===== config.mk =====
export PLATFORM = sky130hd
export DESIGN_NAME = ula_cmd_sequencer
export DESIGN_NICKNAME = d
export VERILOG_FILES = /design/src/rtl/ula_cmd_sequencer.sv
export SDC_FILE = /design/constraint.sdc
export NUM_CORES = 1
export LEC_CHECK = 0
export BUFFER_PORTS_ARGS = -buffer_cell sky130_fd_sc_hd__buf_2
export CORE_MARGIN = 4
export CORE_UTILIZATION = 55
export CTS_CLUSTER_DIAMETER = 60
export DETAILED_ROUTE_END_ITERATION = 10
export HOLD_SLACK_MARGIN = 0.15
export PLACE_DENSITY = 0.82
export SLEW_MARGIN = 40
export SYNTH_ARGS = -nofsm -noshare
export SYNTH_HDL_FRONTEND = slang
export SYNTH_SLANG_ARGS = --single-unit

===== constraint.sdc =====
create_clock -name clk -period 3.2 [get_ports clk]
set_input_delay 0.32 -clock clk [delete_from_list [all_inputs] [get_ports clk]]
set_output_delay 0.32 -clock clk [all_outputs]
set_load 0.05 [all_outputs]

===== src/rtl/ula_cmd_sequencer.sv =====
// ula_cmd_sequencer
//   Command front-end for the ula ALU. Operation requests are buffered in a
//   small FIFO, issued to the ALU one at a time, and the ALU result is returned
//   with a sequence tag on a valid/ready response port. After each response the
//   ALU is parked on op 0 so that its sticky valid clears before the next issue.
//
// Ports
//   clk, rst                         clock, asynchronous active-high reset
//   i_cmd_valid / o_cmd_ready        command push handshake (ready = FIFO not full)
//   i_cmd_op, i_cmd_a, i_cmd_b       command payload (legal ops 1..8)
//   o_op_selector, o_data_a/b        ALU inputs
//   i_ula_valid/result/carry         ALU outputs
//   o_rsp_valid / i_rsp_ready        response handshake
//   o_rsp_result/carry/op/tag/err    response payload
//   o_fifo_count                     FIFO occupancy
module ula_cmd_sequencer #(
  parameter int DEPTH   = 4,
  parameter int TIMEOUT = 15
) (
  input  logic                   clk,
  input  logic                   rst,
  input  logic                   i_cmd_valid,
  output logic                   o_cmd_ready,
  input  logic [4:0]             i_cmd_op,
  input  logic [15:0]            i_cmd_a,
  input  logic [15:0]            i_cmd_b,
  output logic [4:0]             o_op_selector,
  output logic [15:0]            o_data_a,
  output logic [15:0]            o_data_b,
  input  logic                   i_ula_valid,
  input  logic [31:0]            i_ula_result,
  input  logic                   i_ula_carry,
  output logic                   o_rsp_valid,
  input  logic                   i_rsp_ready,
  output logic [31:0]            o_rsp_result,
  output logic                   o_rsp_carry,
  output logic [4:0]             o_rsp_op,
  output logic [7:0]             o_rsp_tag,
  output logic                   o_rsp_err,
  output logic [$clog2(DEPTH):0] o_fifo_count
);

  localparam int AW = $clog2(DEPTH);
  localparam int CW = (TIMEOUT > 1) ? $clog2(TIMEOUT) : 1;

  typedef enum logic [2:0] {
    S_IDLE,
    S_ISSUE,
    S_WAIT,
    S_RESP,
    S_CLEAR
  } state_t;

  state_t state, state_nxt;

  logic [4:0]    mem_op  [DEPTH];
  logic [15:0]   mem_a   [DEPTH];
  logic [15:0]   mem_b   [DEPTH];
  logic [7:0]    mem_tag [DEPTH];

  logic [AW-1:0] wr_ptr, rd_ptr;
  logic [AW:0]   count;
  logic [7:0]    tag_cnt;
  logic          rst_done;
  logic          full, empty, push, pop;
  logic [4:0]    head_op;
  logic          head_legal;

  logic [4:0]    w_op;
  logic [15:0]   w_a, w_b;
  logic [7:0]    w_tag;
  logic [CW-1:0] wait_cnt;
  logic          timeout_hit;
  logic [31:0]   rsp_result;
  logic          rsp_carry, rsp_err;
  logic          drive_alu;

  // rst_done keeps ready low while reset is held and raises it on the first
  // clock after release.
  assign full        = (count == (AW+1)'(DEPTH));
  assign empty       = (count == '0);
  assign o_cmd_ready = rst_done && !full;
  assign push        = i_cmd_valid && o_cmd_ready;
  assign head_op     = mem_op[rd_ptr];
  assign head_legal  = (head_op != 5'd0) && (head_op <= 5'd8);
  assign timeout_hit = (wait_cnt == CW'(TIMEOUT - 1));

  always_ff @(posedge clk) begin
    if (push) begin
      mem_op[wr_ptr]  <= i_cmd_op;
      mem_a[wr_ptr]   <= i_cmd_a;
      mem_b[wr_ptr]   <= i_cmd_b;
      mem_tag[wr_ptr] <= tag_cnt;
    end
  end

  always_ff @(posedge clk or posedge rst) begin
    if (rst) begin
      wr_ptr   <= '0;
      rd_ptr   <= '0;
      count    <= '0;
      tag_cnt  <= '0;
      rst_done <= 1'b0;
    end else begin
      rst_done <= 1'b1;
      if (push) begin
        wr_ptr  <= wr_ptr + AW'(1);
        tag_cnt <= tag_cnt + 8'd1;
      end
      if (pop) rd_ptr <= rd_ptr + AW'(1);
      case ({push, pop})
        2'b10:   count <= count + (AW+1)'(1);
        2'b01:   count <= count - (AW+1)'(1);
        default: count <= count;
      endcase
    end
  end

  always_ff @(posedge clk or posedge rst) begin
    if (rst) state <= S_IDLE;
    else     state <= state_nxt;
  end

  always_comb begin
    state_nxt = state;
    pop       = 1'b0;
    case (state)
      S_IDLE: begin
        if (!empty) begin
          pop       = 1'b1;
          // Illegal ops never reach the ALU; they answer with an error directly.
          state_nxt = head_legal ? S_ISSUE : S_RESP;
        end
      end
      // The ALU valid may be stale while the new op is being sampled.
      S_ISSUE: state_nxt = S_WAIT;
      S_WAIT:  if (i_ula_valid || timeout_hit) state_nxt = S_RESP;
      S_RESP:  if (i_rsp_ready) state_nxt = S_CLEAR;
      S_CLEAR: if (!i_ula_valid) state_nxt = S_IDLE;
      default: state_nxt = S_IDLE;
    endcase
  end

  always_ff @(posedge clk or posedge rst) begin
    if (rst) begin
      w_op       <= '0;
      w_a        <= '0;
      w_b        <= '0;
      w_tag      <= '0;
      wait_cnt   <= '0;
      rsp_result <= '0;
      rsp_carry  <= 1'b0;
      rsp_err    <= 1'b0;
    end else begin
      if (pop) begin
        w_op       <= head_op;
        w_a        <= mem_a[rd_ptr];
        w_b        <= mem_b[rd_ptr];
        w_tag      <= mem_tag[rd_ptr];
        rsp_result <= '0;
        rsp_carry  <= 1'b0;
        rsp_err    <= !head_legal;
      end
      if (state == S_ISSUE)     wait_cnt <= '0;
      else if (state == S_WAIT) wait_cnt <= wait_cnt + CW'(1);
      if (state == S_WAIT) begin
        if (i_ula_valid) begin
          rsp_result <= i_ula_result;
          rsp_carry  <= i_ula_carry;
          rsp_err    <= 1'b0;
        end else if (timeout_hit) begin
          rsp_result <= '0;
          rsp_carry  <= 1'b0;
          rsp_err    <= 1'b1;
        end
      end
    end
  end

  assign drive_alu     = (state == S_ISSUE) || (state == S_WAIT);
  assign o_op_selector = drive_alu ? w_op : '0;
  assign o_data_a      = drive_alu ? w_a  : '0;
  assign o_data_b      = drive_alu ? w_b  : '0;

  assign o_rsp_valid   = (state == S_RESP);
  assign o_rsp_result  = rsp_result;
  assign o_rsp_carry   = rsp_carry;
  assign o_rsp_op      = w_op;
  assign o_rsp_tag     = w_tag;
  assign o_rsp_err     = rsp_err;
  assign o_fifo_count  = count;

endmodule


==> flow_metrics.env <==
export IMPL_core_mm2=0.0194
export IMPL_fin_crit_ns=2.65
export IMPL_grt_pass1_vias=7035
export IMPL_required_ns=2.88
export IMPL_seq_area_mm2=0.00796
export IMPL_core_rowCount=51
export IMPL_grt_ovfl_total=0
export IMPL_syn_num_nets=749
export IMPL_post_cts_resized=0
export IMPL_use_met1=0.291
export IMPL_hold_buffers=74
export IMPL_p_leak_nw=5.70
export IMPL_drc=0
export IMPL_drv_cap=0
export IMPL_use_met2=0.396
export IMPL_setup_tns_ns=0
export IMPL_crit_type="reg2out"
export IMPL_min_path_cells=5
export IMPL_vias=6521
export IMPL_ys_ff_latch=282
export IMPL_timing_critical_path_fanout_max=20
export IMPL_ys_seq_area_frac=0.734
export IMPL_post_cts_buffers=0
export IMPL_internal_power_mw=8.49
export IMPL_synth_yosys_warnings=0
export IMPL_slew_headroom=0.626
export IMPL_initial_core_util=0.559
export IMPL_wire_per_inst_um=20.2
export IMPL_worst_pin_slew_ns=0.560
export IMPL_grt_max_degree=80
export IMPL_globalplace_congestion=0.754
export IMPL_power_frac_comb=0.397
export IMPL_max_vdd_ir_drop_uv=675
export IMPL_clock_sinks=282
export IMPL_numCtsBuffers=28
export IMPL_fin_cells=1201
export IMPL_synthMuxAreaShare=0.0957
export IMPL_grt_pass1_wl_um=38500
export IMPL_fin_hold_ws_ns=0.253
export IMPL_hold_violations=0
export IMPL_multi_input_area_mm2=0.00270
export IMPL_root_buffer="clkbuf_16"
export IMPL_arrival_ns=2.33
export IMPL_setup_violations=0
export IMPL_synth_edf_count=180
export IMPL_antennaDiodeCount=0
export IMPL_wirelength_um=24200
export IMPL_synthCells=665
export IMPL_grt_usage=0.223
export IMPL_status="finished, final reports clean"
export IMPL_r2r_cells=9
export IMPL_port_buffers=163
export IMPL_synthFlopType="edfxtp_1"
export IMPL_nNetsFinal=998
export IMPL_drive_above_1_share=0.303
export IMPL_final_setup_worst_slack_ns=0.550
export IMPL_syn_avg_cell_area_um2=16.3
export IMPL_synth_top_family_by_area="multiplexers"
export IMPL_net_switching_power_mw=5.83
export IMPL_cts_max_path_buffers=3
export IMPL_fillers=1261
export IMPL_rsz0062_at_grt="false"
export IMPL_antenna_left=0
export IMPL_synth_compound_area_frac=0.0433
export IMPL_switching_share=0.407
export IMPL_die_width_um=148
export IMPL_htreeDepth=1
export IMPL_dp_cells=1073
export IMPL_fin_crit_sh=0.828
export IMPL_yosysUniqueCellTypes=44
export IMPL_first_iter_violations=314
export IMPL_grt_busiest_layer="met2"
export IMPL_max_freq_mhz=377
export IMPL_p_seq_frac=0.378
export IMPL_clkPwrFrac=0.225
export IMPL_synthAdderAreaFrac=0.0111
export IMPL_io_pins=164
export IMPL_slew_violations=0
export IMPL_cp_end_kind="output pin"
export IMPL_critPathLaunchType="flip-flop"
export IMPL_area_growth_pct=26.6
export IMPL_dieHeight_um=148
export IMPL_synthSimpleGateAreaFrac=0.0857
export IMPL_drt_vias_per_instance=5.43
export IMPL_drt_pre_antenna_iters=4
export IMPL_clkTransAtPathRegs_ns=0.06
export IMPL_die_area_mm2=0.0220
export IMPL_dpl_worst_slack_ns=0.797
export IMPL_synth_xor_area_frac=0.0113
export IMPL_cts_tree="built"
export IMPL_power_density_mw_per_mm2=1040
export IMPL_worst_skew_pair_late_latency_ns=0.54
export IMPL_antenna_found_initial=0
export IMPL_hold_class="in2reg"
export IMPL_dp_hpwl_um=14000
export IMPL_skew_ns=0.0136
export IMPL_use_met3=0.0427
export IMPL_async_flop_share=0.362
export IMPL_synthesis_area_mm2=0.0108
==> sequential cells by signal, indices dropped and copies added (netlist names) <==
register and cells:
o_rsp_result 32, rd_ptr 2, mem_b 64, mem_tag 32
o_rsp_err 1, o_fifo_count 3, mem_a 64, o_rsp_op 5
tag_cnt 8, w_b 16, w_a 16, mem_op 20
o_rsp_tag 8, state 3, wr_ptr 2, wait_cnt 4
rst_done 1, o_rsp_carry 1
==> worst max-delay path, cell delays in order (launching register included) <==
cell     delay [ns]
dfrtp_1        0.50
xnor2_1        0.22
nor2_4         0.41
buf_8          0.23
and2_1         0.16
buf_2          0.27
==> layer usage <==
metal | vias to the layer above | routed length, µm | part of all wire
li1 | 2957 | - | -
met5 | - | 0 | 0
met4 | 0 | 446 | 0.018
met2 | 204 | 12600 | 0.52
met1 | 3323 | 9840 | 0.41
met3 | 37 | 1360 | 0.056
==> cells by family (layout without fill, tap and decap cells) <==
| group | Yosys count | after routing |
|---|---|---|
| compound gates | 58 | 58 |
| xor+xnor | 14 | 14 |
| fa+ha+maj | 9 | 9 |
| buf+inv | 48 | 319 |
| flops | 282 | 282 |
| mux | 47 | 47 |
| other cells | 1 | 1 |
| simple gates | 206 | 206 |
==> Yosys cell counts, types with 2 or more instances <==
cell type	n	area, µm²
buf_1	7	26.3
nor3_2	2	20.0
o21ai_0	7	35.0
dfrtp_1	102	2550
xor2_1	3	26.3
clkbuf_1	12	45.0
edfxtp_1	180	5410
nand2_1	144	541
inv_1	14	52.6
xnor2_1	11	96.3
and2_1	42	263
o21a_1	2	15.0
ha_1	8	100
buf_2	14	70.1
nand4_1	4	25.0
a21oi_1	5	25.0
a22o_1	33	289
nor3_1	2	10.0
mux4_2	44	991
nor2_1	5	18.8
==> path summary, 6_finish.rpt <==
check | from | to | slack, ns
max in group asynchronous | rst | wait_cnt[0]$_DFFE_PP0N_ | 2.06
hold / removal | i_cmd_valid | tag_cnt[4]$_DFFE_PP0P_ | 0.25
min in group asynchronous | rst | o_rsp_result[20]$_DFF_PP0_ | 0.33
setup reg to reg | state[0]$_DFFE_PP0P_ | o_fifo_count[2]$_DFFE_PP0P_ | 0.70
setup / recovery | state[0]$_DFFE_PP0P_ | o_data_a[12] | 0.55
hold reg to reg | w_a[1]$_DFFE_PP0P_ | w_a[1]$_DFFE_PP0P_ | 0.47
==> power by group through the flow <==
stage	Sequential (mW)	Combinational (mW)	Clock, mW
2_1_floorplan	6.10	3.50	0
3_3_place_gp	5.42	5.46	0
3_5_place_dp	5.46	5.55	0
4_1_cts	5.40	5.68	3.27
5_1_grt	5.53	6.13	3.43
6_report	5.42	5.69	3.22
==> through the flow <==
step / power [mW] / area, µm² / utilization
after global routing: 15.1 / 13700 / 0.708
after floorplan: 9.61 / 10800 / -
after CTS: 14.3 / 13700 / 0.705
after global placement: 10.9 / 12000 / 0.619
after detailed placement: 11.0 / 12000 / 0.620
final: 14.3 / 13700 / 0.708
==> final cells by class <==
cell class	count	share of cell area
Tap cell	265	0.0242
Timing Repair Buffer	253	0.128
Sequential cell	282	0.580
Clock inverter	10	0.00583
Clock buffer	42	0.0616
Inverter	14	0.00419
Multi-Input combinational cell	335	0.196
==> placed cells by master, fill, tap and decap left out, drive strengths merged, types with 2 or more instances in the layout <==
cell type    count
a22o            33
a21oi            6
buf            179
xnor2           11
ha               8
clkinv           6
clkbuf          42
clkinvlp         2
nor2             5
nor4             2
xor2             3
mux4            45
inv             15
dfrtp          102
nand2          144
nor3             4
nand4            4
edfxtp         180
o21a             2
dlygate4sd3     74
o21ai            7
and2            42
(Power assumes the default switching activity.)
